$ cat src/rtl/instr_word_encoder.sv
// instr_word_encoder: packs class/subtype plus operand fields into 32-bit
// instruction words, buffers them in a DEPTH-entry FIFO and presents each
// word with an incrementing instruction-memory word address over valid/ready.
// Optional macro ENC_PARITY_EN adds out_par, the stored XOR of out_word.
module instr_word_encoder #(
  parameter int unsigned          DEPTH     = 4,
  parameter int unsigned          ADDR_W    = 10,
  parameter logic [ADDR_W-1:0]    BASE_ADDR = '0
) (
  input  logic              clk,
  input  logic              rst_n,
  input  logic              flush,
  input  logic              in_valid,
  output logic              in_ready,
  input  logic [1:0]        in_class,
  input  logic [2:0]        in_sub,
  input  logic [3:0]        in_cond,
  input  logic [3:0]        in_opcode,
  input  logic              in_s,
  input  logic [3:0]        in_rn,
  input  logic [3:0]        in_rd,
  input  logic [3:0]        in_rm,
  input  logic [3:0]        in_rs,
  input  logic [4:0]        in_shamt,
  input  logic [1:0]        in_shtype,
  input  logic [23:0]       in_imm,
  output logic              out_valid,
  input  logic              out_ready,
  output logic [31:0]       out_word,
  output logic [ADDR_W-1:0] out_addr,
  output logic              enc_err,
  output logic [7:0]        err_cnt
`ifdef ENC_PARITY_EN
  ,
  output logic              out_par
`endif
);

  localparam int unsigned PW = $clog2(DEPTH);

`ifdef ENC_PARITY_EN
  localparam int unsigned EW = 33;
`else
  localparam int unsigned EW = 32;
`endif

  logic [31:0]   enc_word;
  logic          enc_legal;
  logic [EW-1:0] enc_entry;
  logic [EW-1:0] mem [DEPTH];
  logic [EW-1:0] head;
  logic [PW-1:0] wr_ptr;
  logic [PW-1:0] rd_ptr;
  logic [PW-1:0] rd_next;
  logic [PW:0]   count;
  logic          ready_en;
  logic          full;
  logic          accept;
  logic          push;
  logic          pop;

`ifdef ENC_PARITY_EN
  assign enc_entry = {^enc_word, enc_word};
  assign out_par   = head[32];
`else
  assign enc_entry = enc_word;
`endif

  assign full      = (count == (PW+1)'(DEPTH));
  assign in_ready  = ready_en && !full;
  assign accept    = in_valid && in_ready;
  assign push      = accept && enc_legal;
  assign out_valid = (count != '0);
  assign pop       = out_valid && out_ready;
  assign rd_next   = rd_ptr + PW'(1);
  assign out_word  = head[31:0];

  // Field packing; enc_legal flags the class/subtype combinations that exist
  always_comb begin
    enc_word         = '0;
    enc_legal        = 1'b0;
    enc_word[31:28]  = in_cond;
    case (in_class)
      2'b01: begin
        enc_word[19:16] = in_rn;
        enc_word[15:12] = in_rd;
        enc_legal       = 1'b1;
        case (in_sub)
          3'b001: begin
            enc_word[25]    = 1'b1;
            enc_word[24:21] = in_opcode;
            enc_word[20]    = in_s;
            enc_word[11:0]  = in_imm[11:0];
          end
          3'b010: begin
            enc_word[24:21] = in_opcode;
            enc_word[20]    = in_s;
            enc_word[11:7]  = in_shamt;
            enc_word[6:5]   = in_shtype;
            enc_word[3:0]   = in_rm;
          end
          3'b011: begin
            enc_word[24:21] = in_opcode;
            enc_word[20]    = in_s;
            enc_word[11:8]  = in_rs;
            enc_word[6:5]   = in_shtype;
            enc_word[4]     = 1'b1;
            enc_word[3:0]   = in_rm;
          end
          3'b100: begin
            enc_word[23:21] = in_opcode[2:0];
            enc_word[20]    = in_s;
            enc_word[11:8]  = in_rs;
            enc_word[7:4]   = 4'b0110;
            enc_word[3:0]   = in_rm;
          end
          default: enc_legal = 1'b0;
        endcase
      end
      2'b10: begin
        enc_word[27:26] = 2'b01;
        enc_word[24:21] = in_opcode;
        enc_word[20]    = in_s;
        enc_word[19:16] = in_rn;
        enc_word[15:12] = in_rd;
        enc_legal       = 1'b1;
        case (in_sub)
          3'b001: begin
            enc_word[25]   = 1'b1;
            enc_word[11:0] = in_imm[11:0];
          end
          3'b010: begin
            enc_word[11:7] = in_shamt;
            enc_word[6:5]  = in_shtype;
            enc_word[3:0]  = in_rm;
          end
          default: enc_legal = 1'b0;
        endcase
      end
      2'b11: begin
        enc_word[27:26] = 2'b10;
        enc_word[23:0]  = in_imm;
        enc_legal       = 1'b1;
        case (in_sub)
          3'b001:  enc_word[25:24] = 2'b10;
          3'b010:  enc_word[25:24] = 2'b11;
          default: enc_legal       = 1'b0;
        endcase
      end
      default: enc_legal = 1'b0;
    endcase
  end

  // in_ready is held low during reset and opens on the first edge after release
  always_ff @(posedge clk or negedge rst_n) begin
    if (!rst_n) ready_en <= 1'b0;
    else        ready_en <= 1'b1;
  end

  // FIFO storage; contents need no reset since count gates visibility
  always_ff @(posedge clk) begin
    if (push && !flush) mem[wr_ptr] <= enc_entry;
  end

  // Pointer and occupancy bookkeeping
  always_ff @(posedge clk or negedge rst_n) begin
    if (!rst_n) begin
      wr_ptr <= '0;
      rd_ptr <= '0;
      count  <= '0;
    end else if (flush) begin
      wr_ptr <= '0;
      rd_ptr <= '0;
      count  <= '0;
    end else begin
      if (push) wr_ptr <= wr_ptr + PW'(1);
      if (pop)  rd_ptr <= rd_next;
      count <= count + (PW+1)'(push) - (PW+1)'(pop);
    end
  end

  // Registered head: loads the incoming word when it becomes the head,
  // otherwise the entry behind the popped one, so no comb path from in_* to out_word
  always_ff @(posedge clk or negedge rst_n) begin
    if (!rst_n) begin
      head <= '0;
    end else if (flush) begin
      head <= '0;
    end else if (count == '0) begin
      if (push) head <= enc_entry;
    end else if (pop) begin
      if (count == (PW+1)'(1)) begin
        if (push) head <= enc_entry;
      end else begin
        head <= mem[rd_next];
      end
    end
  end

  // Word address of the head, advancing once per pop
  always_ff @(posedge clk or negedge rst_n) begin
    if (!rst_n)     out_addr <= BASE_ADDR;
    else if (flush) out_addr <= BASE_ADDR;
    else if (pop)   out_addr <= out_addr + ADDR_W'(1);
  end

  // Illegal-request pulse and saturating drop counter
  always_ff @(posedge clk or negedge rst_n) begin
    if (!rst_n) begin
      enc_err <= 1'b0;
      err_cnt <= '0;
    end else if (flush) begin
      enc_err <= 1'b0;
      err_cnt <= '0;
    end else begin
      enc_err <= accept && !enc_legal;
      if (accept && !enc_legal && err_cnt != '1) err_cnt <= err_cnt + 8'd1;
    end
  end

endmodule
$ cat config.mk
export PLATFORM = sky130hd
export DESIGN_NAME = instr_word_encoder
export DESIGN_NICKNAME = d
export VERILOG_FILES = /design/src/rtl/instr_word_encoder.sv
export SDC_FILE = /design/constraint.sdc
export NUM_CORES = 1
export LEC_CHECK = 0
export CAP_MARGIN = 20
export CORE_AREA = 3 3 104 181
export DETAILED_ROUTE_END_ITERATION = 12
export DIE_AREA = 0 0 107 184
export GPL_TIMING_DRIVEN = 0
export HOLD_SLACK_MARGIN = 0.1
export MAX_ROUTING_LAYER = met4
export PLACE_DENSITY = 0.75
export SLEW_MARGIN = 40
export SYNTH_ARGS = -nofsm -noshare
export SYNTH_HDL_FRONTEND = slang
export SYNTH_SLANG_ARGS = --single-unit
$ cat constraint.sdc
create_clock -name clk -period 4.01 [get_ports clk]
set_input_delay 0.802 -clock clk [delete_from_list [all_inputs] [get_ports clk]]
set_output_delay 0.802 -clock clk [all_outputs]
set_load 0.02 [all_outputs]
Word-level counts from Yosys, hierarchy flattened
Memories as Yosys holds them, arrays and structs flattened. Cells that the tools add are included.

Register bits after elaboration: 59. Bits in latches: 0. RAM bits: 128. Output and inout port bits: 53. Memories kept: 1. Logic and storage cells: 82. ROM bits: 0. Bits of input ports: 66.

Eq/ne operators: 10. Reductions and logical operators: 23. Multipliers: 0. Bitwise gates (word level): 0. Divide/modulo/power cells: 0. Mux-type cells: 34. $add $sub $neg: 6. Shifts and indexed selects: 0. $lt $le $gt $ge: 0.

Memory list: mem (words 4, width 32, rd ports 1, clocked after memory_dff 0, wr ports 1, RTL line 50) `logic [EW-1:0] mem [DEPTH];`.

Operators by type and width (count): two-way mux 32 bit (5); case mux 26 bit (3 select lines) (1); two-way mux 10 bit (2); two-way mux 8 bit (2); case mux 4 bit (2 select lines) (2); case mux 7 bit (2 select lines) (1); case mux 4 bit (3 select lines) (1); adder 10 x 1 -> 10 bit (second input constant) (1); adder 8 x 1 -> 8 bit (second input constant) (1); two-way mux 1 bit (8); two-way mux 2 bit (4); inequality test 8 bit (second input constant) (1); case mux 2 bit (2 select lines) (2); OR reduction 2 bit (4); logical AND 1 bit (7); equality test 3 x 1 -> 1 bit (second input constant) (2); equality test 3 x 2 -> 1 bit (second input constant) (2); equality test 3 bit (second input constant) (2); case mux 1 bit (2 select lines) (3); case mux 2 bit (3 select lines) (1); nonzero test 2 bit (3); nonzero test 3 bit (2); OR reduction 3 bit (2); adder 2 x 1 -> 2 bit (second input constant) (2); other kinds (9) (12).

Depth between registers and ports, before layout
Word-level depth: 10. Mapped depth: 13. Mapped depth without buffers: 11.

Worst setup path before layout
Ideal clock, no wire load.

Path kind: input port to flip-flop. Start: input in_sub[2]. End: memory mem[0][0] (enable). Buffers on the path: 2. Stages: 6. Data required time: 3.542 ns. Library setup time: 0.468 ns. Arrival time: 4.363 ns. Path slack: -0.821 ns. Path through: clkbuf_2 > or4_4 > a21oi_4 > inv_2 > buf_2 > nor3b_1.

Cells in the longest elaborated chain, start to end: 8. Elaborated cells between the ends (all ways): 13. Those cells by class: 4 x eq/ne; 5 x mux; 4 x reduce/logical.

Ends and longest elaborated chain: start: declaration (RTL line 16) `input logic [2:0] in_sub,`; equality test 3 x 2 -> 1 bit (tied with other cells) (RTL line 88, 127, 144); OR reduction 4 bit (no source line) / OR reduction 2 bit (equally long branches); two-way mux 1 bit (on tied branches) (RTL line 88, 127, 144); case mux 1 bit (2 select lines) * (RTL line 83) `case (in_class)`; logical AND 1 bit * (RTL line 72) `assign push = accept && enc_legal;`; logical AND 1 bit * (RTL line 162) `if (push && !flush) mem[wr_ptr] <= enc_entry;`; two-way mux 1 bit * (RTL line 162); two-way mux 1 bit (implied by the code) * (RTL line 162); end: declaration (RTL line 50).

Every way passes the cells marked *; elsewhere a longest branch is shown, timed or not.

Worst setup path in the final report
Start: input in_sub[1]. End: memory mem[2][4] (enable).

Same word-level chain as after synthesis.

==> impl_metrics.ini <==
[status]
status = completed

[yosys]
synth_cells = 639
synth.distinct_cells = 63
synth_edf_count = 128
synth_nets = 714
synth_flop_cell = edfxtp_1
synth_top_cell_area_share_pct = 44.37
yosys.area_share.adder_pct = 1.386
yosys.area_share.simple_pct = 8.160
synth_top_cell_by_area = edfxtp_1
synth_area_leaders = edfxtp_1, dfrtp_1, mux4_2, o21ai_0, mux2i_1
synth_xor_area_share_pct = 1.516
netlist_area_um2 = 8663
synth_compound_area_share_pct = 14.27
synth_area_per_cell_um2 = 13.56
synthMuxAreaShare_pct = 9.879
yosysMostFrequentCell = edfxtp_1
synth_common_cells = edfxtp_1, dfrtp_1, o21ai_0
synth_top_family_by_area = compound AO/OA/AOI/OAI gates
async_flop_share_pct = 31.55
ys_warn_count = 0
ys_seq_elements = 187
yosysSeqAreaShare_pct = 61.41

[global_route]
met1_usage_pct = 28.47
grt_max_degree = 37
grt_pass1_wl_um = 38020
grt_busiest_layer = met2
track_usage_pct = 26.32
globalRouteMet3Util_pct = 4.956
gr-total-overflow = 0
grtUsageMet2_pct = 45.36
antenna_found_initial = 0
grt_pass1_vias = 6985

[clock_tree]
cts_made_buffers = 17
clockBufferDepth = 2
clkTransAtPathRegs_ns = 0.07
cts_tree = yes
htreeDepth = 4
numClockSinks = 187
cts_root_buf = clkbuf_16
clk_latency_ns = 0.42
cts_setup_buffers = 0

[critical_path]
crit_type = input pin to register
slowest_delay_ns = 0.49
crit_path_cell_trace = clkdlybuf4s50_1, buf_2, nor3b_2, nand2_1, a21oi_4, inv_2, buf_2, nor3b_2, buf_2, buf_2, buf_2
cp_top_family = buffers and inverters
start_kind = input pin
cp_num_buf_inv = 7
cpMostUsedCell = buf_2
cp.required_ns = 4.12
endpoint_kind = register
slowest_stage = nor3b_2
arrival_ns = 3.91
cp_max_fo = 10

[power_and_ir_drop]
ir_worst_vdd_mv = 0.3673
leakagePower_nw = 3.936
powerDensity_nw_per_um2 = 502.1

[route]
routedWlPerCell_um = 23.41
drt_iter0_drc = 524
ant_nets = 0
num_vias = 6524
first_pass_iters = 6
postRouteWirelength_um = 24410
via_per_inst = 6.255
drcViolationCount = 0

[floorplan]
dieArea_um2 = 19690
rows = 64
die_x_um = 107
core_area_um2 = 17540
die_h_um = 184
start_util_pct = 49.40
pin_count = 119

[timing]
tns_ns = 0
rsz0062_at_grt = false
fmax_ghz = 0.2632
setup_violations = 0
fin_crit_sh_pct = 94.74
hold_viol = 0
fin_skew_ns = 0.008849
drv_slew = 0
worstMarginPinSlew_ns = 0.7256
slew_headroom_pct = 51.63
hold_slack_ns = 0.2862
layout_min_cycle_time_ns = 3.799
final.setup.worst_slack_ns = 0.2109

[place]
dpl_worst_slack_ns = -0.3557
place_hpwl_um = 17930
port_buffers = 116
place_congestion = 0.9030

[finish]
areaGrowthSynthToFinish_pct = 25.40
drive_gt1_share_pct = 15.15
nets = 874
antenna_cells = 0
fillerInstances = 1314

[run]
maxCapViolCount = 0

[min_path]
hp-class = input pin to asynchronous set/reset pin
==> worst paths after layout <==
path	from	endpoint	slack, ns	cells past startpoint
max in group asynchronous	rst_n	out_word[11]$_DFFE_PN0P_	3.17	2
worst max-delay path	in_sub[1]	mem[2][4]$_DFFE_PP_	0.21	11
min in group clk	out_word[16]$_DFFE_PN0P_	out_word[16]$_DFFE_PN0P_	0.49	1
worst min register to register	out_word[16]$_DFFE_PN0P_	out_word[16]$_DFFE_PN0P_	0.49	1
worst max register to register	count[1]$_DFF_PN0_	count[2]$_DFF_PN0_	1.07	12
worst min-delay path	rst_n	err_cnt[3]$_DFFE_PN0P_	0.29	1
==> what timing repair did <==
item / in CTS / in global routing
hold buffers: 0 / 0
gates resized for setup: 0 / 2
setup endpoints to repair: 0 / 30
==> flip-flops by register name, indices dropped and copies added, names as in the netlist <==
| name | count |
|---|---|
| enc_err | 1 |
| rd_ptr | 2 |
| ready_en | 1 |
| count | 3 |
| mem | 128 |
| err_cnt | 8 |
| out_word | 32 |
| out_addr | 10 |
| wr_ptr | 2 |
==> cell usage in the layout (no fill, tap or decap), types with 8 or more instances in the layout <==
cell type and n:
ha_1 8, and3_1 9, nor2b_1 8, nor2_1 28
nand3_1 10, mux4_2 26, o21ai_0 57, clkbuf_16 17
buf_4 15, nand2_1 26, clkbuf_1 20, mux2i_1 27
inv_1 19, a221o_1 15, xor2_1 10, dfrtp_1 59
buf_2 26, o221ai_1 8, a21oi_1 33, clkdlybuf4s50_1 115
edfxtp_1 128, o2bb2ai_1 26
==> final cells by class <==
type / count / area (um2) / area share, %
clock buffers: 17 / 425.4 / 3.916
well taps: 231 / 289.0 / 2.660
clock inverters: 15 / 126.4 / 1.163
multi-input cells: 387 / 3087 / 28.41
inverters: 21 / 78.83 / 0.7256
plain buffers: 44 / 211.5 / 1.946
repair buffers: 141 / 1326 / 12.21
flip-flops and latches: 187 / 5320 / 48.97
==> report_power, final <==
part / switching [mW] / internal (mW)
logic: 0.892 / 0.650
clock network: 0.783 / 0.817
registers: 0.111 / 2.20
total: 1.79 / 3.67
==> routing by layer <==
| metal | part of all wire [%] | vias to the layer above |
|---|---|---|
| met5 | 0 | - |
| met4 | 5.4 | 0 |
| met3 | 7.5 | 101 |
| met2 | 53 | 401 |
| met1 | 34 | 3205 |
| li1 | - | 2817 |
==> per-stage QoR <==
step	utilization (%)	std cells	area, um2	power (mW)
floorplan	-	639	8663	3.235
global placement	57.67	986	10110	3.809
detailed placement	58.77	1011	10310	3.865
CTS	61.92	1043	10860	5.455
global route	61.95	1043	10860	5.664
finish	61.95	1043	10860	5.455
==> cell families after synthesis <==
| logic type | count (synthesis) |
|---|---|
| XOR/XNOR | 15 |
| other | 1 |
| adder cells (fa/ha/maj) | 9 |
| flip-flops | 187 |
| multiplexers | 53 |
| AND/OR/NAND/NOR | 131 |
| buffers and inverters | 65 |
| AO/OA/AOI/OAI | 178 |
(Power assumes the default switching activity.)
